`config.mk`:
```
export PLATFORM = sky130hd
export DESIGN_NAME = jk_reg_bank_flat
export DESIGN_NICKNAME = d
export VERILOG_FILES = /design/src/rtl/jk_reg_bank_if.sv /design/src/rtl/jk_reg_bank.sv /design/src/flat_wrapper.sv
export SDC_FILE = /design/constraint.sdc
export NUM_CORES = 1
export LEC_CHECK = 0
export CORE_MARGIN = 1.5
export CORE_UTILIZATION = 34
export DETAILED_ROUTE_END_ITERATION = 7
export PLACE_DENSITY = 0.73
export SLEW_MARGIN = 20
export SYNTH_ARGS = -nofsm -noshare
export SYNTH_HDL_FRONTEND = slang
export SYNTH_SLANG_ARGS = --single-unit
export TNS_END_PERCENT = 1
```
`constraint.sdc`:
```
create_clock -name clk -period 1.1 [get_ports clk]
set_input_delay 0.22 -clock clk [delete_from_list [all_inputs] [get_ports clk]]
set_output_delay 0.22 -clock clk [all_outputs]
set_load 0.01 [all_outputs]
```
`src/rtl/jk_reg_bank_if.sv`:
```
// Bus bundle for jk_reg_bank: enable, mode and data inputs, plus the
// registered q/tc/chg outputs.
interface jk_reg_bank_if #(
  parameter int unsigned WIDTH = 4
);
  logic             en;
  logic [1:0]       mode;
  logic [WIDTH-1:0] j;
  logic [WIDTH-1:0] k;
  logic [WIDTH-1:0] d;
  logic [WIDTH-1:0] q;
  logic             tc;
  logic [WIDTH-1:0] chg;

  modport master (
    output en, mode, j, k, d,
    input  q, tc, chg
  );

  modport slave (
    input  en, mode, j, k, d,
    output q, tc, chg
  );
endinterface

```
`src/rtl/jk_reg_bank.sv`:
```
// Bank of WIDTH JK flops with per-bit JK, up/down count and parallel load modes.
// Optional JK_BANK_CHG_EN macro adds registered per-bit change flags on chg.
module jk_reg_bank #(
  parameter int unsigned     WIDTH   = 4,
  parameter logic [WIDTH-1:0] RST_VAL = '0
) (
  input logic          clk,
  input logic          rst,
  jk_reg_bank_if.slave bus
);

  localparam logic [1:0] ModeJk   = 2'b00;
  localparam logic [1:0] ModeUp   = 2'b01;
  localparam logic [1:0] ModeDown = 2'b10;
  localparam logic [1:0] ModeLoad = 2'b11;

  logic [WIDTH-1:0] q_q, q_d;
  logic             tc_q, tc_d;
  logic [WIDTH-1:0] up_t, dn_t;
  logic [WIDTH-1:0] j_eff, k_eff;

  // Toggle cascade: bit i toggles when all lower bits are 1 (up) or 0 (down).
  always_comb begin
    up_t[0] = 1'b1;
    dn_t[0] = 1'b1;
    for (int i = 1; i < WIDTH; i++) begin
      up_t[i] = up_t[i-1] & q_q[i-1];
      dn_t[i] = dn_t[i-1] & ~q_q[i-1];
    end
  end

  // Every mode is expressed as per-bit J/K so all bits share one JK equation;
  // inputs unused by the selected mode never reach j_eff/k_eff.
  always_comb begin
    j_eff = '0;
    k_eff = '0;
    tc_d  = 1'b0;
    if (bus.en) begin
      unique case (bus.mode)
        ModeJk: begin
          j_eff = bus.j;
          k_eff = bus.k;
        end
        ModeUp: begin
          j_eff = up_t;
          k_eff = up_t;
          tc_d  = &q_q;
        end
        ModeDown: begin
          j_eff = dn_t;
          k_eff = dn_t;
          tc_d  = ~|q_q;
        end
        ModeLoad: begin
          j_eff = bus.d;
          k_eff = ~bus.d;
        end
      endcase
    end
    q_d = (j_eff & ~q_q) | (~k_eff & q_q);
  end

  always_ff @(posedge clk or posedge rst) begin
    if (rst) begin
      q_q  <= RST_VAL;
      tc_q <= 1'b0;
    end else begin
      q_q  <= q_d;
      tc_q <= tc_d;
    end
  end

  assign bus.q  = q_q;
  assign bus.tc = tc_q;

`ifdef JK_BANK_CHG_EN
  logic [WIDTH-1:0] chg_q, chg_d;

  // With en=0 q_d equals q_q, so the XOR already yields zero.
  always_comb begin
    chg_d = q_d ^ q_q;
  end

  always_ff @(posedge clk or posedge rst) begin
    if (rst) begin
      chg_q <= '0;
    end else begin
      chg_q <= chg_d;
    end
  end

  assign bus.chg = chg_q;
`else
  assign bus.chg = '0;
`endif

endmodule

```
`src/flat_wrapper.sv`:
```
// flat-port wrapper written by rule: the top's interface ports become plain ports
module jk_reg_bank_flat 
#(
  parameter int unsigned     WIDTH   = 4,
  parameter logic [WIDTH-1:0] RST_VAL = '0
)
  (clk, rst, bus_en, bus_mode, bus_j, bus_k, bus_d, bus_q, bus_tc, bus_chg);
  jk_reg_bank_if #(.WIDTH(WIDTH)) bus_i ();
  input logic clk;
  input logic rst;
  input wire logic [$bits(bus_i.en)-1:0] bus_en;
  input wire logic [$bits(bus_i.mode)-1:0] bus_mode;
  input wire logic [$bits(bus_i.j)-1:0] bus_j;
  input wire logic [$bits(bus_i.k)-1:0] bus_k;
  input wire logic [$bits(bus_i.d)-1:0] bus_d;
  output wire logic [$bits(bus_i.q)-1:0] bus_q;
  output wire logic [$bits(bus_i.tc)-1:0] bus_tc;
  output wire logic [$bits(bus_i.chg)-1:0] bus_chg;
  assign bus_i.en = bus_en;
  assign bus_i.mode = bus_mode;
  assign bus_i.j = bus_j;
  assign bus_i.k = bus_k;
  assign bus_i.d = bus_d;
  assign bus_q = bus_i.q;
  assign bus_tc = bus_i.tc;
  assign bus_chg = bus_i.chg;
  jk_reg_bank #(.WIDTH(WIDTH), .RST_VAL(RST_VAL)) u_core (.clk(clk), .rst(rst), .bus(bus_i));
endmodule
```
==> results of run 1 <==
==> sequential cells by signal (all words and copies together), names as in the netlist <==
signal and cells:
u_core.bus.q 4, u_core.bus.tc 1
==> cells in the mapped netlist, drive strengths merged <==
master	number	area share (%)
inv	7	5.2
buf	5	6.9
dfrtp	5	25
ha	5	12
nand2	4	2.9
nand3	4	3.9
nand2b	3	3.7
o211a	3	5.9
a211oi	2	2.9
a32oi	2	3.4
o211ai	2	2.9
o21ai	2	2.0
o221a	2	4.4
a21oi	1	0.98
a22oi	1	1.5
a2bb2oi	1	1.7
a32o	1	2.0
and3	1	1.2
conb	1	0.74
mux2i	1	2.0
nand4	1	1.2
nor2	1	0.74
nor2b	1	1.2
nor3	1	0.98
nor4b	1	1.7
o221ai	1	1.7
or3	1	1.2
==> per-layer routing <==
metal / vias to the layer above / track usage, % / share of wire [%] / routed length, µm
li1: 288 / - / - / -
met2: 36 / 29.4 / 46 / 706
met3: 10 / 3.04 / 8.0 / 122
met1: 275 / 22.7 / 42 / 644
met5: - / 0 / 0 / 0
met4: 0 / 9.68 / 3.7 / 56
==> cells by family (layout without fill, tap and decap cells) <==
kind of cell	Yosys count	count (layout)
other	1	4
adders and majority gates	5	5
AOI/OAI and AO/OA	18	18
muxes	1	1
DFF	5	5
and+or+nand+nor	18	18
buffers and inverters	12	43
==> power by group through the flow <==
stage | combinational [mW] | clock [mW] | sequential [mW]
6_report | 0.691 | 0.227 | 0.363
5_1_grt | 0.748 | 0.234 | 0.377
4_1_cts | 0.662 | 0.226 | 0.359
3_5_place_dp | 0.676 | 0 | 0.354
3_3_place_gp | 0.666 | 0 | 0.355
2_1_floorplan | 0.275 | 0 | 0.388
==> critical path, delay by kind of cell, from the launching register on <==
kind | cells | cell delay [ns]
multiplexers | 1 | 0.20
flip-flops | 1 | 0.41
AND/OR/NAND/NOR | 1 | 0.11
AO/OA/AOI/OAI | 2 | 0.45
==> repair_timing <==
item / 4_1_cts / 5_1_grt
setup endpoints to repair: 10 / 7
buffers inserted: 1 / 0
gates resized for setup: 34 / 1
pin swaps: 3 / 0
==> worst paths after layout <==
| kind | start | to | slack, ns |
|---|---|---|---|
| worst max-delay path | u_core.bus.q[0] | u_core.bus.q[1] | -0.18 |
| worst min-delay path | rst | u_core.bus.q[1] | 0.17 |
| worst max register to register | u_core.bus.q[0] | u_core.bus.q[1] | -0.18 |
| worst min register to register | u_core.bus.q[3] | u_core.bus.q[3] | 0.62 |
| max in group asynchronous | rst | u_core.bus.q[2] | 0.73 |
| min in group clk | bus_mode[0] | u_core.bus.tc | 0.54 |
==> cell type report <==
class,instances,area [µm²],area share (%)
clock buffers,4,26.3,3.01
inverters,7,28.8,3.30
multi-input cells,46,385,44.2
flip-flops and latches,5,128,14.6
well taps,15,18.8,2.15
repair buffers,32,285,32.7
==> reports/results.ini, run 1 <==
[logic_synthesis]
syn_avg_cell_area_um2 = 8.49
seq_area_frac_synth_pct = 24.6
synth-simple-area-share_pct = 18.9
ys_ff_latch = 5
synth-compound-area-share_pct = 29.5
yosys_warnings = 0
syn_inst = 60
netlist_area_um2 = 509
synthAdderAreaFrac_pct = 12.3
muxShareOfSynthArea_pct = 1.97
synth_cell_type_count = 29
synth_top_family_by_area = compound AO/OA/AOI/OAI gates
synthXorXnorAreaFrac_pct = 0

[power_and_ir_drop]
switching_share_pct = 38.1
p_seq_share_pct = 28.4
total_power_mw = 1.28
p_switching_mw = 0.488
power_frac_comb_pct = 53.9
p_leak_nw = 0.401
irDropWorstVdd_uv = 1070
intPower_mw = 0.793
clockPowerShare_pct = 17.7
p_per_area_nw_per_um2 = 1470

[timing]
setup_tns_ns = -0.739
max_freq_mhz = 779
post-route-min-period_ns = 1.28
period_share_pct = 117
finalWorstSetupSlack_ns = -0.184
clock_skew_ns = 0.00422
finalHoldViolations = 0
holdWs_ns = 0.170
grt_setup_unrepaired = true
drv_slew = 0
setup_viol = 6

[placement]
dp.cells = 104
gp_congestion = 0.822
place_ws_ns = -0.774
placed_area_um2 = 793
dp_hpwl_um = 1090
io_buffer_count = 21

[floorplanning]
core_area_um2 = 1350
die_h_um = 41.7
rows = 13
die-area_um2 = 1740
ios = 26
die_w_um = 41.7
start_util_pct = 37.7

[setup_path]
cp_data_arrival_time_ns = 1.42
cp.required_ns = 1.24
critPathMaxStageDelay_ns = 0.41
critical_path_class = reg2reg
crit_path_cell_trace = mux2i_1 -> nand2_1 -> o221a_1 -> o221a_1
endpoint_kind = register
slowest_stage = dfrtp_2
cp_common_cell = o221a_1
crit_fanout = 6
reg2regPathDepth = 4
startpoint_type = register

[clocking]
ctsHoldBuffers = 0
tritoncts = yes
cts-buffers-inserted = 3
clkLatencyLatePin_ns = 0.25
h-tree-depth = 1
clkTransAtPathRegs_ns = 0.05
clockBufferDepth = 2
root_buffer = clkbuf_4
clock-sinks = 5

[finish]
final_common_cell = clkdlybuf4s50_1
fin_area_um2 = 872
nets = 117
fillers = 119
utilization_pct = 64.6
antenna_cells = 0
final_cell_mix = clkdlybuf4s50_1, buf_4
syn2layout_area_growth_pct = 71.3
drive_above_1_share_pct = 31.9
fin_cells = 109

[flow_run]
drv_cap = 0

[grt]
overflow = 0
grt_max_degree = 9
grt_pass1_vias = 559
grt_use_total_pct = 18.1
antenna_found_initial = 0
grt_pass1_wl_um = 2390

[run_status]
outcome = finished, violations left
failed_checks = negative setup slack

[detailed_routing]
vias_per_cell = 5.59
wl_per_cell_um = 14.0
vias = 609
wl_um = 1530
drc_errors = 0
first_pass_iters = 4
postRouteAntennaNets = 0
drtIter0Drc = 17

[worst_hold_path]
hold_path_class = in2async

Note: power is estimated with default switching activity, not from simulation.
==> inputs of run 2 (changes only) <==
- CTS_CLUSTER_SIZE: default -> 14
==> results of run 2 <==
Same layout as run 1: the final DEF is identical, and so are final timing and power.
==> inputs of run 3 (changes only) <==
- CELL_PAD_IN_SITES_DETAIL_PLACEMENT: default -> 2
- CELL_PAD_IN_SITES_GLOBAL_PLACEMENT: default -> 2
- CORE_UTILIZATION: 34 -> 18
- PLACE_DENSITY: 0.73 -> default
- PLACE_DENSITY_LB_ADDON: default -> 0.1
==> reports/results.ini, run 3 (synthesis gave the netlist of run 1 again) <==
[run_status]
outcome = finished, violations left
failed_checks = negative setup slack

[detailed_routing]
postRouteAntennaNets = 0
drc_errors = 0
drtIter0Drc = 0
wl_per_cell_um = 15.6
wl_um = 2060
vias = 634
first_pass_iters = 1
vias_per_cell = 4.80

[timing]
holdWs_ns = 0.171
grt_setup_unrepaired = true
period_share_pct = 123
setup_viol = 6
max_freq_mhz = 738
clock_skew_ns = 0.00178
drv_slew = 0
finalHoldViolations = 0
setup_tns_ns = -1.13
post-route-min-period_ns = 1.36
finalWorstSetupSlack_ns = -0.255

[finish]
drive_above_1_share_pct = 38.6
final_cell_mix = buf_4, clkdlybuf4s50_1
syn2layout_area_growth_pct = 89.2
largest_register_ffs = 4
antenna_cells = 0
utilization_pct = 35.5
final_common_cell = buf_4
fillers = 327
fin_cells = 132
nets = 124

[setup_path]
startpoint_type = register
reg2regPathDepth = 4
endpoint_kind = register
crit_fanout = 5
critical_path_class = reg2reg
cp.required_ns = 1.24
cp_data_arrival_time_ns = 1.50

[clocking]
tritoncts = yes
clkTransAtPathRegs_ns = 0.04
clock-sinks = 5
clkLatencyLatePin_ns = 0.26
cts-buffers-inserted = 3
h-tree-depth = 1
root_buffer = clkbuf_4
clockBufferDepth = 2

[floorplanning]
die_w_um = 56.2
ios = 26
start_util_pct = 18.8
core_area_um2 = 2710
die_h_um = 56.2
rows = 19
die-area_um2 = 3160

[grt]
grt_pass1_wl_um = 3250
overflow = 0
grt_use_total_pct = 14.1
grt_max_degree = 8
antenna_found_initial = 0
grt_pass1_vias = 685

[placement]
dp.cells = 125
gp_congestion = 0.730
io_buffer_count = 21
dp_hpwl_um = 1510

[power_and_ir_drop]
total_power_mw = 1.53
irDropWorstVdd_uv = 659
p_per_area_nw_per_um2 = 1590
p_leak_nw = 0.436

[flow_run]
drv_cap = 0

[worst_hold_path]
hold_path_class = in2async

[run 3: cell types whose count changed in the layout (fill, tap and decap cells not counted), sizes merged]
cell | previous run | this run
clkbuf | 4 | 5
clkdlybuf4s15 | 3 | 2
buf | 14 | 20
clkdlybuf4s50 | 13 | 14
[run 3: stage by stage]
step | cell area, µm² | setup slack (ns)
floorplan | 524 | -0.142
global placement | 851 | -0.795
detailed placement | 851 | -0.831
CTS | 946 | -0.230
global route | 963 | -0.309
finish | 963 | -0.255
[run 3: cell type report]
| cell class | instances | area, µm² | area share [%] |
|---|---|---|---|
| multi-input cells | 46 | 408 | 42.3 |
| repair buffers | 39 | 335 | 34.8 |
| flip-flops and latches | 5 | 126 | 13.1 |
| well taps | 31 | 38.8 | 4.03 |
| inverters | 7 | 28.8 | 2.99 |
| clock buffers | 4 | 26.3 | 2.73 |
[run 3: final timing paths]
check                                startpoint              end  slack, ns
worst max-delay path            u_core.bus.q[0]  u_core.bus.q[1]      -0.26
worst min-delay path                        rst  u_core.bus.q[2]       0.17
worst max register to register  u_core.bus.q[0]  u_core.bus.q[1]      -0.26
worst min register to register  u_core.bus.q[3]  u_core.bus.q[3]       0.72
max in group asynchronous                   rst  u_core.bus.q[0]       0.73
min in group clk                    bus_mode[1]    u_core.bus.tc       0.61
[run 3: worst max-delay path, cell delays in order (launching register included)]
cell and delay [ns]:
dfrtp_2 0.42, mux2i_1 0.23, nand2_1 0.12, o221a_1 0.23
o221a_1 0.25
[run 3: where the power goes]
group | leakage [nW] | switching, mW | internal, mW
combinational | 0.362 | 0.446 | 0.532
clock | 0.0150 | 0.0928 | 0.138
sequential | 0.0586 | 0.0672 | 0.257
[run 3: repair_timing]
item | 4_1_cts | 5_1_grt
hold buffers | 0 | 0
setup buffers | 3 | 0
pin swaps | 4 | 3
endpoints found under the setup margin | 10 | 7
hold endpoints to repair | 0 | 0
gates resized for setup | 30 | 5
[run 3: routing by layer]
layer	GRT usage [%]	vias up	share of wire, %
met4	6.12	0	2.0
met1	15.3	311	43
met5	0	-	0
met2	24.4	16	50
met3	5.35	5	5.4
li1	-	302	-
